==> config.mk <==
export PLATFORM = sky130hd
export DESIGN_NAME = spi_master_ctrl
export DESIGN_NICKNAME = d
export VERILOG_FILES = /design/src/rtl/spi_master_ctrl.sv
export SDC_FILE = /design/constraint.sdc
export NUM_CORES = 1
export LEC_CHECK = 0
export CAP_MARGIN = 20
export CORE_MARGIN = 2
export CORE_UTILIZATION = 45
export CTS_CLUSTER_SIZE = 24
export DETAILED_ROUTE_END_ITERATION = 12
export GPL_ROUTABILITY_DRIVEN = 0
export PLACE_DENSITY_LB_ADDON = 0.3
export SKIP_CTS_REPAIR_TIMING = 1
export SLEW_MARGIN = 30
export SYNTH_ARGS = -nofsm -noshare
export SYNTH_HDL_FRONTEND = slang
export SYNTH_SLANG_ARGS = --single-unit
==> constraint.sdc <==
create_clock -name mclk -period 8.9 [get_ports mclk]
set_input_delay 1.335 -clock mclk [delete_from_list [all_inputs] [get_ports mclk]]
set_output_delay 1.335 -clock mclk [all_outputs]
set_load 0.01 [all_outputs]
==> src/rtl/spi_master_ctrl.sv <==
// SPI mode-0 master: command/address/data frame sequencer with per-frame chip select.
// Optional macro SPI_CS_HOLD_EN stretches CS_HOLD to 2*CLK_DIV cycles (default: 1 cycle).
module spi_master_ctrl #(
    parameter int unsigned          CMD_W   = 8,
    parameter int unsigned          ADDR_W  = 16,
    parameter int unsigned          DATA_W  = 32,
    parameter int unsigned          NUM_CS  = 4,
    parameter int unsigned          CLK_DIV = 4,
    parameter logic [CMD_W-1:0]     RD_CMD  = CMD_W'(8'h0F),
    localparam int unsigned         CS_W    = (NUM_CS > 1) ? $clog2(NUM_CS) : 1
) (
    input  logic              mclk,
    input  logic              rst,
    input  logic              spi_run,
    input  logic [CMD_W-1:0]  spi_com,
    input  logic [ADDR_W-1:0] spi_addr,
    input  logic [DATA_W-1:0] mosi_data,
    input  logic [CS_W-1:0]   cs_sel,
    output logic              busy,
    output logic              spi_done,
    output logic [DATA_W-1:0] miso_data,
    output logic              sclk,
    output logic [NUM_CS-1:0] cs_n,
    output logic              mosi,
    input  logic              miso
);

    localparam int unsigned TOT_W = CMD_W + ADDR_W + DATA_W;
`ifdef SPI_CS_HOLD_EN
    localparam int unsigned HOLD_CYC = 2 * CLK_DIV;
`else
    localparam int unsigned HOLD_CYC = 1;
`endif
    localparam int unsigned CNT_W = $clog2(2 * CLK_DIV + 1);
    localparam int unsigned BIT_W = $clog2(TOT_W + 1);

    typedef enum logic [2:0] {
        StIdle,
        StCsSetup,
        StCmd,
        StAddr,
        StDataTx,
        StDataRx,
        StCsHold
    } state_t;

    state_t             r_state;
    state_t             w_state_next;
    logic [CNT_W-1:0]   r_div_cnt;
    logic [BIT_W-1:0]   r_bit_cnt;
    logic               r_sclk;
    logic [TOT_W-1:0]   r_tx_sr;
    logic [DATA_W-1:0]  r_rx_sr;
    logic [DATA_W-1:0]  r_miso_data;
    logic [CS_W-1:0]    r_cs_sel;
    logic               r_rd;
    logic               r_done;
    logic               w_div_end;
    logic               w_hold_end;
    logic               w_bit_end;

    always_ff @(posedge mclk or posedge rst) begin
        if (rst) begin
            r_state <= StIdle;
        end else begin
            r_state <= w_state_next;
        end
    end

    always_comb begin
        w_state_next = r_state;
        w_div_end    = (r_div_cnt == CNT_W'(CLK_DIV - 1));
        w_hold_end   = (r_div_cnt == CNT_W'(HOLD_CYC - 1));
        // A bit ends when the high half-period of sclk expires.
        w_bit_end    = w_div_end && r_sclk;
        unique case (r_state)
            StIdle: begin
                if (spi_run) w_state_next = StCsSetup;
            end
            StCsSetup: begin
                if (w_div_end) w_state_next = StCmd;
            end
            StCmd: begin
                if (w_bit_end && r_bit_cnt == BIT_W'(CMD_W - 1)) w_state_next = StAddr;
            end
            StAddr: begin
                if (w_bit_end && r_bit_cnt == BIT_W'(CMD_W + ADDR_W - 1)) begin
                    w_state_next = r_rd ? StDataRx : StDataTx;
                end
            end
            StDataTx, StDataRx: begin
                if (w_bit_end && r_bit_cnt == BIT_W'(TOT_W - 1)) w_state_next = StCsHold;
            end
            StCsHold: begin
                if (w_hold_end) w_state_next = StIdle;
            end
            default: w_state_next = StIdle;
        endcase
    end

    always_ff @(posedge mclk or posedge rst) begin
        if (rst) begin
            r_div_cnt   <= '0;
            r_bit_cnt   <= '0;
            r_sclk      <= 1'b0;
            r_tx_sr     <= '0;
            r_rx_sr     <= '0;
            r_miso_data <= '0;
            r_cs_sel    <= '0;
            r_rd        <= 1'b0;
            r_done      <= 1'b0;
        end else begin
            r_done <= 1'b0;
            unique case (r_state)
                StIdle: begin
                    r_div_cnt <= '0;
                    r_bit_cnt <= '0;
                    r_sclk    <= 1'b0;
                    if (spi_run) begin
                        r_tx_sr  <= {spi_com, spi_addr, mosi_data};
                        r_cs_sel <= cs_sel;
                        r_rd     <= (spi_com == RD_CMD);
                    end
                end
                StCsSetup: begin
                    r_div_cnt <= w_div_end ? '0 : r_div_cnt + CNT_W'(1);
                end
                StCmd, StAddr, StDataTx, StDataRx: begin
                    if (w_div_end) begin
                        r_div_cnt <= '0;
                        r_sclk    <= ~r_sclk;
                        if (!r_sclk && r_state == StDataRx) begin
                            r_rx_sr <= {r_rx_sr[DATA_W-2:0], miso};
                        end
                        if (r_sclk) begin
                            r_tx_sr   <= {r_tx_sr[TOT_W-2:0], 1'b0};
                            r_bit_cnt <= r_bit_cnt + BIT_W'(1);
                            // All DATA_W samples are in by the last falling edge.
                            if (r_state == StDataRx && r_bit_cnt == BIT_W'(TOT_W - 1)) begin
                                r_miso_data <= r_rx_sr;
                            end
                        end
                    end else begin
                        r_div_cnt <= r_div_cnt + CNT_W'(1);
                    end
                end
                StCsHold: begin
                    if (w_hold_end) begin
                        r_div_cnt <= '0;
                        r_done    <= 1'b1;
                    end else begin
                        r_div_cnt <= r_div_cnt + CNT_W'(1);
                    end
                end
                default: r_div_cnt <= '0;
            endcase
        end
    end

    always_comb begin
        mosi = 1'b1;
        if (r_state == StCsSetup || r_state == StCmd || r_state == StAddr ||
            r_state == StDataTx) begin
            mosi = r_tx_sr[TOT_W-1];
        end
    end

    // Out-of-range selects match no index, so every cs_n stays high.
    always_comb begin
        cs_n = '1;
        if (r_state != StIdle) begin
            for (int i = 0; i < NUM_CS; i++) begin
                if (r_cs_sel == CS_W'(i)) cs_n[i] = 1'b0;
            end
        end
    end

    assign busy      = (r_state != StIdle);
    assign spi_done  = r_done;
    assign miso_data = r_miso_data;
    assign sclk      = r_sclk;

endmodule

## Word level (Yosys, flattened, before mapping)

Cells that the tools add are included.

- Output and inout bits: 40
- Input bits: 62
- Flip-flop bits (word level): 138
- Logic and storage cells: 88

- Reduce and logical (&&, ||, !) cells: 25
- Add/subtract/negate cells: 2
- Equal/unequal tests: 22
- Bitwise gates (word level): 1
- Mux-type cells: 28

Operator list:

| cell | number |
|---|---|
| $mux 56 | 3 |
| $pmux 56 s2 | 1 |
| $mux 3 | 6 |
| $pmux 3 s6 | 1 |
| $ne 2x2->1 const B | 8 |
| $mux 4 | 3 |
| $mux 6 | 2 |
| $pmux 6 s2 | 1 |
| $eq 3x3->1 const B | 3 |
| $mux 1 | 9 |
| $eq 8x4->1 const B | 1 |
| $pmux 4 s2 | 1 |
| $reduce_and 4->1 | 2 |
| $add 6x1->6 const B | 1 |
| $eq 3x2->1 const B | 2 |
| $eq 6x3->1 const B | 1 |
| $eq 6x5->1 const B | 1 |
| $eq 6x6->1 const B | 1 |
| $logic_and 1x1->1 | 6 |
| $reduce_and 3->1 | 2 |
| $reduce_and 6->1 | 1 |
| $reduce_or 5->1 | 1 |
| $add 4x1->4 const B | 1 |
| $eq 2x2->1 const B | 2 |
| other kinds (15) | 18 |

## Longest topological paths before layout

- Depth in word-level cells: 5
- Gate-level depth with buffers: 7
- Gate-level depth less buffers: 5

## Worst setup path after synthesis

OpenSTA, ideal clock, no wires.

- Path type: register to output
- From: register r_state[1]
- To: output port cs_n[1]
- Setup slack: 6.451 ns
- Cell stages (with the launch flop): 6
- Arrival: 1.114 ns
- Data required time: 7.565 ns
- Cell sequence: dfrtp_1 buf_2 nor3_1 buf_2 inv_2 nand3b_1

- Cells in the longest elaborated chain, start to end: 2

RTL lines:

| what | line | RTL |
|---|---|---|
| start: declaration | 47 | `state_t r_state;` |
| start signal: assignment | 64 | `r_state <= StIdle;` |
| start signal: assignment | 66 | `r_state <= w_state_next;` |
| $reduce_bool 3->1 | - |  |
| net busy | 19 | `output logic busy,` |
| $mux 4 | 171 | `if (r_state != StIdle) begin` |
| end: declaration | 23 | `output logic [NUM_CS-1:0] cs_n,` |

The timed path passes the listed nets, and every way through them passes these cells.

## Worst setup path in the final report

- From: register r_state[1]
- To: output port mosi

- Cells in the longest elaborated chain, start to end: 5
- Elaborated cells between the ends (all ways): 8
- Classes of those cells: eq/ne: 4; mux: 1; reduce/logical: 3

RTL lines:

| what | line | RTL |
|---|---|---|
| $eq 3x1->1 or $eq 3x2->1 (tied branches) | 162 | `if (r_state == StCsSetup \|\| r_state == StCmd \|\| r_state == StAddr \|\|` |
| $logic_or 1x1->1 (2 in a row) | 162 |  |
| $logic_or 1x1->1 (*) | 162 |  |
| $mux 1 (*) | 162 |  |
| end: declaration | 24 | `output logic mosi,` |

Mark *: on every way between the ends. The rest lies on a longest branch, timed or not.

==> flow_summary.json <==
{
  "htree_levels": 4,
  "cp-startpoint": "r_state[1]",
  "synth_edf_count": 0,
  "peakVddDrop_v": 0.000138,
  "initial_utilization_pct": 46.0,
  "antenna_found_initial": 0,
  "synth_most_common_cell": "dfrtp_1",
  "powerDensity_nw_per_um2": 278,
  "async_reset_ff_share_pct": 100,
  "clock_sinks": 138,
  "grt.total_usage_pct": 16.7,
  "area_delta_synth_final_pct": 29.7,
  "timing.final.max_slew_violations": 0,
  "synthTopCellsByArea": "dfrtp_1 57%, mux2i_1 9.2%, mux2_1 6.1%",
  "grt_overflow": 0,
  "dr.pass1.iters": 4,
  "grt_max_degree": 113,
  "rows": 42,
  "crit_fanout": 14,
  "crit_slowest_cell": "dfrtp_1",
  "tightestPinTransition_ns": 0.766,
  "ys_seq_area_share_pct": 56.9,
  "fmax_mhz": 277,
  "syn-instance-count": 514,
  "io_buffers": 101,
  "grt_pass1_vias": 4047,
  "rr_startpoint": "r_state[1]",
  "cts_tree": "done",
  "finalClockSkew_ns": 0.00615,
  "yosys_register_bits": 138,
  "mappedNetlistArea_um2": 6070,
  "place_ws_ns": 5.63,
  "yosysTopAreaCell": "dfrtp_1",
  "wl_per_cell_um": 14.2,
  "synthSimpleGateAreaFrac_pct": 9.34,
  "endpoint_kind": "primary output",
  "drc": 0,
  "synth_top_family_by_area": "multiplexers",
  "nNetsFinal": 672,
  "synth_cell_types": 45,
  "synth_common_cells": "138 x dfrtp_1, 77 x nand2_1, 57 x o21ai_1",
  "drv_cap": 0,
  "drive_gt1_share_pct": 12.7,
  "relSlewSlack_pct": 48.9,
  "synth_warnings": 0,
  "timing.rr.end": "r_tx_sr[25]",
  "antenna_left": 0,
  "status": "completed",
  "period_needed_ns": 3.61,
  "antenna_cells": 0,
  "hold_violations": 0,
  "final-setup-viol-count": 0,
  "r2r_setup_slack_ns": 6.39,
  "dp_hpwl_um": 7460,
  "post-route-period-util_pct": 40.6,
  "vias": 4108,
  "numCtsBuffers": 17,
  "die_height_um": 120,
  "root_buffer": "clkbuf_16",
  "core-area_um2": 13200,
  "synth.top_cell.area_share_pct": 56.9,
  "drt_iter0_markers": 213,
  "post_synth.cell_area_avg_um2": 11.8,
  "fill_cells": 1142,
  "hold_depth": 2,
  "crit_chain": "nor3_1 > buf_4 > inv_2 > nand3b_1 > clkdlybuf4s50_1",
  "via_per_inst": 5.16,
  "yosys-mux-area-fraction_pct": 21.5,
  "min_to": "r_tx_sr[55]",
  "synth_compound_area_share_pct": 7.53,
  "worstPathRequired_ns": 7.57,
  "wl_um": 11300,
  "layout_setup_ws_ns": 5.29,
  "synth_nets": 579,
  "cts.reportedPaths.clkPinSlew_ns": 0.06,
  "clockBufferDepth": 2,
  "r2r_cells": 6,
  "grt_pass1_wl_um": 19000,
  "dieArea_um2": 14400,
  "hp-class": "reg2reg",
  "synth-main-ff-cell": "dfrtp_1",
  "die_w_um": 120,
  "start_kind": "flip-flop",
  "path_class": "reg2out",
  "synth_xor_area_share_pct": 0.846,
  "min-delay-start": "r_tx_sr[55]",
  "tns_ns": 0,
  "p_leak_uw": 0.00378,
  "cpPeakStageDelay_ns": 0.61,
  "cp.arrival_ns": 2.28,
  "synth_fa_ha_area_share_pct": 0.619,
  "ios": 102,
  "clk_latency_ns": 0.41,
  "rsz0062_at_grt": "false"
}
through the flow:
stage / cell area [um2] / hold WS (ns) / total power, uW / util, % / cells
global route: 7870 / 0.495 / 2330 / 59.6 / 796
CTS: 7830 / 0.479 / 2210 / 59.4 / 795
finish: 7870 / 0.475 / 2190 / 59.6 / 796
detailed placement: 7230 / 0.468 / 1490 / 54.8 / 763
global placement: 7210 / 0.459 / 1450 / 54.7 / 763
floorplan: 6070 / 0.447 / 1320 / - / 514
where the power goes:
| part | total, uW | internal (uW) | leakage (uW) | switching [uW] |
|---|---|---|---|---|
| registers | 890 | 774 | 0.00180 | 116 |
| logic | 580 | 282 | 0.00167 | 297 |
| clock network | 717 | 468 | 0.000304 | 249 |
layout make-up:
| class | count | area, um2 | share of cell area, % |
|---|---|---|---|
| Tap cell | 176 | 220 | 2.80 |
| Inverter | 7 | 31.3 | 0.398 |
| Clock buffer | 24 | 492 | 6.25 |
| Sequential cell | 138 | 3450 | 43.9 |
| Multi-Input combinational cell | 336 | 2470 | 31.4 |
| Clock inverter | 8 | 115 | 1.46 |
| Timing Repair Buffer | 107 | 1080 | 13.8 |
sequential cells by signal (all words and copies together) (netlist names):
| register | cells |
|---|---|
| r_bit_cnt | 6 |
| r_cs_sel | 2 |
| r_tx_sr | 56 |
| sclk | 1 |
| miso_data | 32 |
| r_div_cnt | 4 |
| r_rd | 1 |
| spi_done | 1 |
| r_state | 3 |
| r_rx_sr | 32 |
worst max-delay path by stage:
stage | to | slack (ns) | cells after the start
after global routing | mosi | 5.15 | 5
after CTS | cs_n[0] | 5.24 | 4
after global placement | miso_data[14] | 5.66 | 3
final | mosi | 5.29 | 5
after detailed placement | miso_data[14] | 5.63 | 3
after floorplan | miso_data[0] | 3.87 | 1
per-layer routing:
metal / global-route usage [%] / vias up / share of wire, %
li1: - / 1991 / -
met1: 20.7 / 1999 / 46
met2: 26.3 / 95 / 47
met3: 5.47 / 23 / 5.6
met4: 8.24 / 0 / 2.1
met5: 0 / - / 0
worst max-delay path: cells and delay by family, from the launching register on:
family	cells	cell delay (ns)
flops	1	0.61
buf+inv	3	0.88
simple gates	2	0.37
cell families after synthesis:
kind of cell               count (synthesis)
and+or+nand+nor                          122
DFF                                      138
xor gates and xnor gates                   5
muxes                                    122
buffers and inverters                     40
AOI/OAI and AO/OA                         84
adders and majority gates                  3
layout by cell type, fill, tap and decap left out, types with 2 or more instances in the layout:
cell type        count
nand4_1              3
mux2_2              33
nand3_1              3
inv_1                5
o31ai_1              2
nand3b_1             4
nor2_1               8
o21ai_0              8
nand2_1             77
a31oi_1              2
bufinv_16            3
clkinv_2             5
nor2b_1              2
a21oi_1              8
or3_1                2
buf_4                3
a211oi_1             2
mux2_1              33
xor2_1               2
clkbuf_1             3
nor3_1               7
nor4_1               3
clkdlybuf4s50_1    101
ha_1                 3
clkbuf_16           17
dfrtp_1            138
mux2i_1             56
clkbuf_8             4
buf_6                2
o21ai_1             57
nand2b_1             2
No activity file was read; power rests on OpenSTA's default activity.
